--- config.mk ---
export PLATFORM = sky130hd
export DESIGN_NAME = packed_result_fifo
export DESIGN_NICKNAME = d
export VERILOG_FILES = /design/src/rtl/packed_result_fifo.sv
export SDC_FILE = /design/constraint.sdc
export NUM_CORES = 1
export LEC_CHECK = 0
export CORE_UTILIZATION = 52
export CTS_CLUSTER_DIAMETER = 100
export CTS_CLUSTER_SIZE = 20
export DETAILED_ROUTE_END_ITERATION = 10
export PLACE_DENSITY = 0.82
export SYNTH_ARGS = -nofsm -noshare
export SYNTH_HDL_FRONTEND = slang
export SYNTH_SLANG_ARGS = --single-unit
--- constraint.sdc ---
create_clock -name clk -period 3.1 [get_ports clk]
set_clock_uncertainty 0.1 [all_clocks]
set_input_delay 0.465 -clock clk [delete_from_list [all_inputs] [get_ports clk]]
set_output_delay 0.465 -clock clk [all_outputs]
set_load 0.01 [all_outputs]
--- src/rtl/packed_result_fifo.sv ---
// Packs {data, ctrl, zero pad} per accepted beat into a DEPTH-entry first-word-fall-through FIFO.
// One cycle store-to-head latency; back-pressures when full unless drop_mode, which drops and counts instead.
module packed_result_fifo #(
  parameter int DATA_W = 8,
  parameter int CTRL_W = 4,
  parameter int PAD_W  = 4,
  parameter int DEPTH  = 4,
  parameter int CNT_W  = 8,
  localparam int OUT_W = DATA_W + CTRL_W + PAD_W,
  localparam int LVL_W = $clog2(DEPTH) + 1
) (
  input  logic              clk,
  input  logic              rst_n,
  input  logic              clr,
  input  logic              drop_mode,
  input  logic              in_valid,
  output logic              in_ready,
  input  logic [DATA_W-1:0] in_data,
  input  logic [CTRL_W-1:0] in_ctrl,
  output logic              out_valid,
  input  logic              out_ready,
  output logic [OUT_W-1:0]  out_data,
  output logic              status_nz,
  output logic [LVL_W-1:0]  level,
  output logic [CNT_W-1:0]  drop_cnt
);

  localparam int PTR_W = $clog2(DEPTH);
  localparam int PAY_W = DATA_W + CTRL_W;

  logic [PAY_W-1:0] mem [DEPTH];
  logic [PTR_W-1:0] wr_ptr;
  logic [PTR_W-1:0] rd_ptr;
  logic [LVL_W-1:0] level_q;
  logic [CNT_W-1:0] drop_q;
  logic             nz_q;
  logic             full;
  logic             push;
  logic             pop;
  logic             store;
  logic             drop;
  logic [PAY_W-1:0] head;

  assign full     = (level_q == LVL_W'(DEPTH));
  assign in_ready = drop_mode ? !clr : (!full && !clr);
  assign push     = in_valid && in_ready && !clr;
  assign out_valid = (level_q != '0);
  assign pop      = out_valid && out_ready && !clr;
  assign store    = push && !full;
  // Full-time push only reaches here in drop_mode; a same-cycle pop does not rescue it.
  assign drop     = push && full;

  always_ff @(posedge clk) begin
    if (store) begin
      mem[wr_ptr] <= {in_data, in_ctrl};
    end
  end

  always_ff @(posedge clk or negedge rst_n) begin
    if (!rst_n) begin
      wr_ptr  <= '0;
      rd_ptr  <= '0;
      level_q <= '0;
      drop_q  <= '0;
      nz_q    <= 1'b0;
    end else if (clr) begin
      wr_ptr  <= '0;
      rd_ptr  <= '0;
      level_q <= '0;
      drop_q  <= '0;
      nz_q    <= 1'b0;
    end else begin
      if (store) begin
        wr_ptr <= wr_ptr + PTR_W'(1);
        nz_q   <= |in_data;
      end
      if (pop) begin
        rd_ptr <= rd_ptr + PTR_W'(1);
      end
      level_q <= level_q + LVL_W'(store) - LVL_W'(pop);
      if (drop && (drop_q != {CNT_W{1'b1}})) begin
        drop_q <= drop_q + CNT_W'(1);
      end
    end
  end

  assign head = mem[rd_ptr];

  generate
    if (PAD_W > 0) begin : g_pad
      assign out_data = out_valid ? {head, {PAD_W{1'b0}}} : '0;
    end else begin : g_nopad
      assign out_data = out_valid ? head : '0;
    end
  endgenerate

  assign status_nz = nz_q;
  assign level     = level_q;
  assign drop_cnt  = drop_q;

endmodule
=== After elaboration in Yosys (flattened, before gate mapping) ===
Memories as Yosys holds them, arrays and structs flattened.
Cells that the tools add are included.

* Flip-flop bits (word level): 16
* Bits in writable memories: 48
* Input port bits: 18
* Output and inout port bits: 30
* Logic and storage cells: 41
* Memories kept: 1

{| class="wikitable"
|+ Memories
! memory !! depth !! bits a word !! rd ports !! clocked after memory_dff !! write ports !! RTL line !! text
|-
| mem || 4 || 12 || 1 || 0 || 1 || 31 || <nowiki>logic [PAY_W-1:0] mem [DEPTH];</nowiki>
|}

* Add/sub/neg operators: 5
* Equal/unequal tests: 2
* Mux-type cells: 13
* Reductions and logical operators: 15

{| class="wikitable"
|+ Operators with widths
! kind !! count
|-
| $mux 16 || 1
|-
| $mux 8 || 2
|-
| $add 8x1->8 const B || 1
|-
| $logic_and 1x1->1 || 8
|-
| $mux 2 || 4
|-
| $ne 8x8->1 const B || 1
|-
| $reduce_or 8->1 || 1
|-
| $reduce_bool 2->1 || 3
|-
| $mux 1 || 5
|-
| $add 2x1->2 const B || 2
|-
| $add 3x1->3 || 1
|-
| $eq 3x3->1 const B || 1
|-
| $mux 3 || 1
|-
| $reduce_bool 3->1 || 1
|-
| $sub 3x1->3 || 1
|-
| $logic_not 1->1 || 2
|}

=== Longest topological paths before layout ===
Gate-level depths: netlist of the first run.

* Depth in word-level cells: 10
* Mapped depth: 10
* Depth with buffers taken out: 10

=== Worst setup path after synthesis of the first run ===
No wires, ideal clock.

* Path type: input to register
* Start point: input clr
* End point: register level_q[2], in the netlist level[2]
* Data arrival time: 2.295 ns
* Required time: 2.868 ns
* Setup slack: 0.573 ns
* Stages: 10
* Path buffers: 1
* Path through: clkbuf_1 nor3b_1 inv_1 ha_1 inv_1 ha_1 inv_1 fa_1 xnor2_1 nor2_1

* Longest elaborated chain between the ends: 9

{| class="wikitable"
|+ Ends and longest elaborated chain
! item !! RTL line !! text
|-
| start: declaration || 14 || <nowiki>input logic clr,</nowiki>
|-
| $logic_not 1->1 || 45, 46, 48 ||
|-
| $logic_and 1x1->1 || 45 || <nowiki>assign in_ready = drop_mode ? !clr : (!full && !clr);</nowiki>
|-
| $mux 1 || 45 ||
|-
| $logic_and 1x1->1 (2 in a row) || 46 || <nowiki>assign push = in_valid && in_ready && !clr;</nowiki>
|-
| $logic_and 1x1->1 || 49 || <nowiki>assign store = push && !full;</nowiki>
|-
| $add 3x1->3 || 80 || <nowiki>level_q <= level_q + LVL_W'(store) - LVL_W'(pop);</nowiki>
|-
| $sub 3x1->3 || 80 ||
|-
| $mux 3 * || 66 || <nowiki>end else if (clr) begin</nowiki>
|-
| end signal: assignment || 80 ||
|-
| end: declaration || 34 || <nowiki>logic [LVL_W-1:0] level_q;</nowiki>
|}

Every way passes the cells marked *; elsewhere a longest branch is shown, timed or not.
A chain may end at the register's enable or synchronous reset.

=== Final worst setup path of the first run ===
* Start point: register rd_ptr[0]
* End point: output out_data[9]

* Longest elaborated chain between the ends: 2

{| class="wikitable"
|+ Ends and longest elaborated chain
! item !! RTL line !! text
|-
| start: declaration || 33 || <nowiki>logic [PTR_W-1:0] rd_ptr;</nowiki>
|-
| start signal: assignment || 78 || <nowiki>rd_ptr <= rd_ptr + PTR_W'(1);</nowiki>
|-
| $mem_v2 4x12 || -- ||
|-
| $mux 16 || 91 || <nowiki>assign out_data = out_valid ? {head, {PAD_W{1'b0}}} : '0;</nowiki>
|-
| end: declaration || 22 || <nowiki>output logic [OUT_W-1:0] out_data,</nowiki>
|}

Every way passes these cells.

==> run summary, run 1 <==
Reg-to-Reg End = level[2]
largest net degree at the start of global routing = 20
Top Family by Delay on Critical Path = buffers and inverters
placer's final routability congestion estimate = 0.742
starting density of the core = 0.541
Synth top area share = 0.518
CP peak stage delay = 0.53 ns
Sum Neg Setup Slack = 0 ns
top post-synthesis cells by area = edfxtp_1 (52%), dfrtp_1 (14%), mux4_2 (9.7%)
post-CTS sizing = 0
Tot GR Track Use = 0.202
CTS tree = done
number of buffers created by CTS = 9
top cells by count, synth = edfxtp_1 (48), and2_1 (16), dfrtp_1 (16)
Hold Crit Class = reg2reg
post-synth cell types = 36
Cells after Synth = 175
WL/cell = 16.6 um
Hold Path Stages = 2
post-route DRC violation count = 0
Final nets = 251
pwr dens = 726 nW/um2
proportion of layout cells with a drive suffix above 1 = 0.152
Max-cap violations = 0
Critical Path Stages = 4
Area Overhead vs Synth = 25.8%
RSZ-0062 raised after global routing = no
Yosys top cell by area = edfxtp_1
First DRT Iteration DRCs = 101
Mapped Avg Cell Area = 15.9 um2
FF/Latch Area = 1840 um2
Critical Path Fanout Max = 12
CP required = 2.53 ns
grt ovf = 0
final hold vios = 0
number of synthesized flops with an enable pin = 48
vias post-DR = 1,620
Leakage = 0.00125 uW
max-slew violation count = 0
Worst setup endpoint = out_data[9]
CORE AREA = 5140 um2
CP Class = reg2out
Max-slew headroom = 0.500
Worst VDD drop = 435 uV
status = finished clean
endpoints failing setup = 0
CP startpoint kind = flip-flop
start of the worst register-to-register path = level[1]
die height = 75.1 um
vias in the first global route = 1,543
die width = 75.1 um
Port Buffers = 43
CTS Sinks = 64
Worst R2R Path Depth = 10
ys flop type = edfxtp_1
asr flop ratio synth = 0.250
CP bufs+invs = 2
Filler cells = 371
actual slew at the worst max-slew pin = 0.748 ns
fmax = 365 MHz
clk_lat worst skew = 0.34 ns
clk buf depth = 2
crit-path cells = buf_4 > mux4_2 > and2_1 > clkdlybuf4s50_1
row count = 26
Total Routed Length = 4.98 mm
ANT cells = 0
Overall Power = 2540 uW
Seq cells post-synth = 64
Crit-path slowest cell = mux4_2
Antenna Nets Post-Route = 0
Critical Path AT = 2.18 ns
Clock transition at path regs = 0.07 ns
YS warnings = 0
depth of the CTS H-tree = 3
Syn Std Cell Area = 2780 um2
via/cell ratio = 5.40
Seq/Total Area, Yosys = 0.662
capturing element type of the critical path = output pin
root buf cell = clkbuf_8
first-pass GRT wire length = 7.81 mm
final period utilization = 0.884
area occupied by multi-input gates = 873 um2
Final min period = 2.74 ns
most frequent cell after synthesis = edfxtp_1
post-DP HPWL = 3.28 mm
post-CTS setup buffer count = 0
Setup crit start = rd_ptr[0]
initial antenna violation count = 0
Ports = 48
1st-pass router iterations = 4
flop2flop setup slack = 0.42 ns
CTS Hold Bufs = 0
die footprint = 5650 um2
placed cells by master (no fill, tap or decap), drive strengths merged, types with 4 or more instances in the layout:
cell	instances
or3	4
mux4	12
xor2	6
clkbuf	9
clkdlybuf4s50	43
nor2	10
edfxtp	48
o21ai	4
dfrtp	16
a21oi	5
nand3	4
conb	4
inv	6
and2	16
ha	7
nand2	6
flip-flops by register name (all words and copies together), names as in the netlist:
register	count
status_nz	1
level	3
wr_ptr	2
rd_ptr	2
drop_cnt	8
mem	48
layout make-up:
| class | instances | area share |
|---|---|---|
| Multi-Input combinational cell | 98 | 0.250 |
| Clock inverter | 7 | 0.0275 |
| Sequential cell | 64 | 0.526 |
| Clock buffer | 9 | 0.0354 |
| Tap cell | 70 | 0.0250 |
| Inverter | 6 | 0.00644 |
| Timing Repair Buffer | 46 | 0.129 |
tightest hold or removal path, delay by kind of cell, from the launching register on:
kind / cells / cell delay [ns]
AND/OR/NAND/NOR: 1 / 0.06
AO/OA/AOI/OAI: 1 / 0.07
flip-flops: 1 / 0.38
worst min-delay path by stage:
stage / from / end / slack, ns
after global routing: rd_ptr[0] / rd_ptr[0] / 0.50
after detailed placement: status_nz / status_nz / 0.44
final: status_nz / status_nz / 0.46
after floorplan: rst_n / drop_cnt[0] / 0.07
after CTS: status_nz / status_nz / 0.46
after global placement: status_nz / status_nz / 0.45
where the power goes:
part	internal [uW]	switching, uW	total, uW
sequential	993	52.8	1050
combinational	401	310	712
clock	452	331	783
metal layers:
metal  wire length [um]  share of wire  global-route usage  vias to the layer above
met5                  0              0                   0                        -
met1               2210           0.44               0.275                      821
met4                 67          0.013               0.105                        0
met2               2470           0.50               0.301                       50
li1                   -              -                   -                      743
met3                230          0.046              0.0535                        6
stage by stage:
step	util	hold slack [ns]	area [um2]	cells	setup slack (ns)
after floorplan	-	0.0694	2790	178	0.573
after global placement	0.638	0.448	3280	284	0.516
after detailed placement	0.638	0.443	3280	284	0.405
after CTS	0.681	0.458	3500	300	0.317
after global routing	0.681	0.504	3500	300	0.231
final	0.681	0.457	3500	300	0.358
cells by family (layout without fill, tap and decap cells):
group,Yosys count,count (layout),share of synthesized area
buffers and inverters,16,68,0.0279
other,1,4,0.00135
DFF,64,64,0.662
muxes,13,13,0.101
adders and majority gates,8,8,0.0387
xor gates and xnor gates,8,8,0.0252
and+or+nand+nor,51,51,0.106
AOI/OAI and AO/OA,14,14,0.0378
(Power assumes the default switching activity.)
==> run 2, diff against run 1 <==
CORE_UTILIZATION = 40   (was 52)
PLACE_DENSITY = 0.66   (was 0.82)
clock period = 2.9 ns   (was 3.1 ns; I/O delays follow)
==> run 2 against run 1 <==
Non-clock buffer count is 7 higher. Global-route usage down 5.7 points. Die area increased by 29%. Cell count grew 4.7%. Hold slack got worse by 0.0077 ns. Register-to-register slack improved by 0.02 ns. Power down 2.6%. Clock power is 27% lower. Critical endpoint is now out_data[8]. First-iteration DRC count fell by 34%. Final area fell by 0.43%. Critical path type unchanged. Critical path depth is the same.
==> run summary, run 2 (same netlist as run 1, synthesis figures left out) <==
die footprint = 7290 um2
switching share of power = 0.270
grt ovf = 0
WL/cell = 15.5 um
clock share of power = 0.230
ANT cells = 0
Port Buffers = 43
Antenna Nets Post-Route = 0
crit-path cells = or3_2 > buf_4 > and2_1 > clkdlybuf4s50_1
die height = 85.4 um
Crit-path slowest cell = or3_2
CTS tree = done
final period utilization = 0.915
CP peak stage delay = 0.49 ns
root buf cell = clkbuf_8
Worst VDD drop = 262 uV
CORE AREA = 6760 um2
Reg power frac = 0.449
most frequent cells in the layout = edfxtp_1 (48), clkdlybuf4s50_1 (43), and2_1 (16), dfrtp_1 (16), mux4_2 (12)
depth of the CTS H-tree = 3
RSZ-0062 raised after global routing = no
First DRT Iteration DRCs = 67
actual slew at the worst max-slew pin = 0.735 ns
start of the worst register-to-register path = level[1]
CP startpoint kind = flip-flop
area occupied by multi-input gates = 873 um2
die width = 85.4 um
pwr dens = 710 nW/um2
FF/Latch Area = 1840 um2
Final WS setup = 0.245 ns
clk buf depth = 2
number of buffers created by CTS = 9
max reg flops = 48
CTS Sinks = 64
capturing element type of the critical path = output pin
max-slew violation count = 0
Internal = 1810 uW
proportion of layout cells with a drive suffix above 1 = 0.158
Layout Utilization = 0.516
vias post-DR = 1,601
post-CTS setup buffer count = 0
largest net degree at the start of global routing = 20
1st-pass router iterations = 4
CP Class = reg2out
Filler cells = 582
Hold Crit Class = in2async
Sum Neg Setup Slack = 0 ns
starting density of the core = 0.412
combinational cell fraction of total power = 0.321
Critical Path Fanout Max = 14
Critical Path AT = 2.12 ns
CP required = 2.37 ns
final hold vios = 0
Max-slew headroom = 0.509
Clock transition at path regs = 0.07 ns
worst slack at placement = 0.239 ns
Top Family by Delay on Critical Path = buffers and inverters
fmax = 377 MHz
Tot GR Track Use = 0.145
Leakage = 0.00126 uW
endpoints failing setup = 0
initial antenna violation count = 0
Ports = 48
clk_lat worst skew = 0.32 ns
Max-cap violations = 0
vias in the first global route = 1,616
most common cell after layout, fill and taps aside = edfxtp_1
Final nets = 258
Final min period = 2.65 ns
placer's final routability congestion estimate = 0.768
post-CTS sizing = 0
post-DP HPWL = 3.38 mm
post-route DRC violation count = 0
Biggest register = mem
status = finished clean
Net Sw Power = 667 uW
Total Routed Length = 4.87 mm
Setup crit start = level[1]
first-pass GRT wire length = 7.85 mm
Area Overhead vs Synth = 25.2%
CTS Hold Bufs = 0
CP bufs+invs = 2
row count = 30
via/cell ratio = 5.10
[run 2: cell types whose count changed in the layout (fill, tap and decap cells not counted), sizes merged]
cell      delta
buf          +7
bufinv       -2
clkbuf       +1
clkinvlp     -2
[run 2: area by class of cell]
cell class | count | share of cell area
inverters | 6 | 0.00647
flip-flops and latches | 64 | 0.529
clock buffers | 10 | 0.0366
multi-input cells | 98 | 0.251
clock inverters | 3 | 0.00359
repair buffers | 53 | 0.145
well taps | 80 | 0.0287
[run 2: worst paths after layout]
path	endpoint	slack [ns]	depth (start not counted)
max in group asynchronous	drop_cnt[4]	1.78	1
max	out_data[8]	0.25	4
max reg2reg	level[2]	0.44	10
min	drop_cnt[0]	0.45	1
min in group clk	drop_cnt[6]	0.48	2
min reg2reg	drop_cnt[6]	0.48	2
[run 2: per-stage QoR]
step	instances	instance area, um2	power, uW	hold WS (ns)
after floorplan	178	2790	1560	0.0394
after global placement	301	3340	1930	0.462
after detailed placement	301	3340	1940	0.470
after CTS	314	3480	2520	0.475
after global routing	314	3480	2610	0.497
final	314	3480	2470	0.449
[run 2: worst register-to-register path, stage by stage, from the launching register on]
cell	delay, ns
dfrtp_1	0.47
or3_2	0.49
nand2_1	0.11
nor2_1	0.06
ha_1	0.29
inv_1	0.06
ha_1	0.13
inv_1	0.04
fa_1	0.38
xnor2_1	0.16
nor2_1	0.05
[run 2: layer usage]
| metal | GRT usage | part of all wire | up-vias |
|---|---|---|---|
| met4 | 0.0636 | 0.014 | 0 |
| met1 | 0.183 | 0.45 | 801 |
| met3 | 0.0302 | 0.038 | 7 |
| met5 | 0 | 0 | - |
| li1 | - | - | 751 |
| met2 | 0.243 | 0.50 | 42 |
[run 2: power by group through the flow]
stage          Clock, uW  Combinational (uW)  Sequential [uW]
3_5_place_dp           0                 813             1130
2_1_floorplan          0                 439             1120
5_1_grt              618                 868             1120
4_1_cts              589                 815             1110
6_report             570                 794             1110
3_3_place_gp           0                 799             1130
==> run 3, diff against run 2 <==
CORE_MARGIN = 2   (was unset)
RECOVER_POWER = 25   (was unset)
==> run 3 against run 2 <==
Count of clock-buffer cells in the layout is the same. First-iteration DRC count grew 19%. Final area grew 1.7%.
==> run summary, run 3 (same netlist as run 1, synthesis figures left out) <==
via/cell ratio = 4.96
endpoints failing setup = 0
First DRT Iteration DRCs = 80
CP peak stage delay = 0.49 ns
flop2flop setup slack = 0.46 ns
starting density of the core = 0.412
placer's final routability congestion estimate = 0.762
post-CTS setup buffer count = 0
root buf cell = clkbuf_8
RSZ-0062 raised after global routing = no
Critical Path AT = 2.11 ns
vias post-DR = 1,567
die width = 87.4 um
Area Overhead vs Synth = 27.4%
Sum Neg Setup Slack = 0 ns
Final nets = 258
Antenna Nets Post-Route = 0
initial antenna violation count = 0
1st-pass router iterations = 4
CP required = 2.37 ns
vias in the first global route = 1,606
start of the worst register-to-register path = level[1]
largest net degree at the start of global routing = 20
worst slack at placement = 0.256 ns
capturing element type of the critical path = output pin
actual slew at the worst max-slew pin = 0.743 ns
Ports = 48
row count = 30
CP Class = reg2out
proportion of layout cells with a drive suffix above 1 = 0.165
ANT cells = 0
Hold Crit Class = in2async
depth of the CTS H-tree = 3
CTS tree = done
Top Family by Delay on Critical Path = buffers and inverters
Final min period = 2.64 ns
number of buffers created by CTS = 9
max reg flops = 48
die footprint = 7640 um2
grt ovf = 0
Reg-to-Reg End = level[2]
final hold vios = 0
Max-slew headroom = 0.503
clk_lat worst skew = 0.32 ns
die height = 87.4 um
clk buf depth = 2
Clock transition at path regs = 0.07 ns
CTS Hold Bufs = 0
Leakage = 0.00129 uW
pwr dens = 753 nW/um2
post-DP HPWL = 3.44 mm
Tot GR Track Use = 0.143
Crit-path slowest cell = or3_2
first-pass GRT wire length = 7.95 mm
Port Buffers = 43
CP startpoint kind = flip-flop
Max-cap violations = 0
fmax = 378 MHz
most frequent cells in the layout = edfxtp_1 (48), clkdlybuf4s50_1 (33), and2_1 (16), dfrtp_1 (16), mux4_2 (12)
post-CTS sizing = 0
CTS Sinks = 64
CP bufs+invs = 2
crit-path cells = or3_2 > buf_4 > and2_1 > clkdlybuf4s50_1
Worst VDD drop = 302 uV
Final WS setup = 0.255 ns
WL/cell = 15.6 um
max-slew violation count = 0
Biggest register = mem
status = finished clean
most common cell after layout, fill and taps aside = edfxtp_1
final period utilization = 0.912
Worst R2R Path Depth = 10
Critical Path Fanout Max = 14
CORE AREA = 6760 um2
Total Routed Length = 4.92 mm
post-route DRC violation count = 0
-- run 3: cell types whose count changed in the layout (fill, tap and decap cells not counted), sizes merged --
cell           delta
clkdlybuf4s50    -10
dlygate4sd3      +10
bufinv            +2
-- run 3: worst max path at each step --
stage | startpoint | endpoint | slack [ns] | depth (start not counted)
2_1_floorplan | clr | level[2] | 0.40 | 10
3_3_place_gp | in_valid | level[2] | 0.32 | 10
3_5_place_dp | in_valid | level[2] | 0.26 | 10
4_1_cts | level[1] | out_data[8] | 0.21 | 4
5_1_grt | level[1] | out_data[14] | 0.15 | 4
6_report | level[1] | out_data[8] | 0.26 | 4
-- run 3: final cells by class --
class                   instances  area (um2)
clock buffers                  10         128
multi-input cells              98         873
repair buffers                 53         505
well taps                      80         100
inverters                       6        22.5
flip-flops and latches         64        1840
fillers                       581        3210
clock inverters                 5        72.6
-- run 3: stage by stage --
step | hold slack, ns | util | cell area (um2) | std cells | power [uW]
finish | 0.448 | 0.524 | 3540 | 316 | 2670
global route | 0.492 | 0.524 | 3540 | 316 | 2830
CTS | 0.449 | 0.524 | 3540 | 316 | 2720
detailed placement | 0.441 | 0.495 | 3340 | 301 | 1930
global placement | 0.463 | 0.495 | 3340 | 301 | 1930
floorplan | 0.0394 | - | 2790 | 178 | 1560
-- run 3: where the power goes --
group	internal [uW]	switching, uW
logic	452	330
registers	1060	47.6
clock network	472	306
total	1990	684
-- run 3: layer usage --
metal | wire, um | GRT usage
met2 | 2570 | 0.241
met3 | 211 | 0.0502
met4 | 26 | 0.0503
met1 | 2100 | 0.169
met5 | 0 | 0
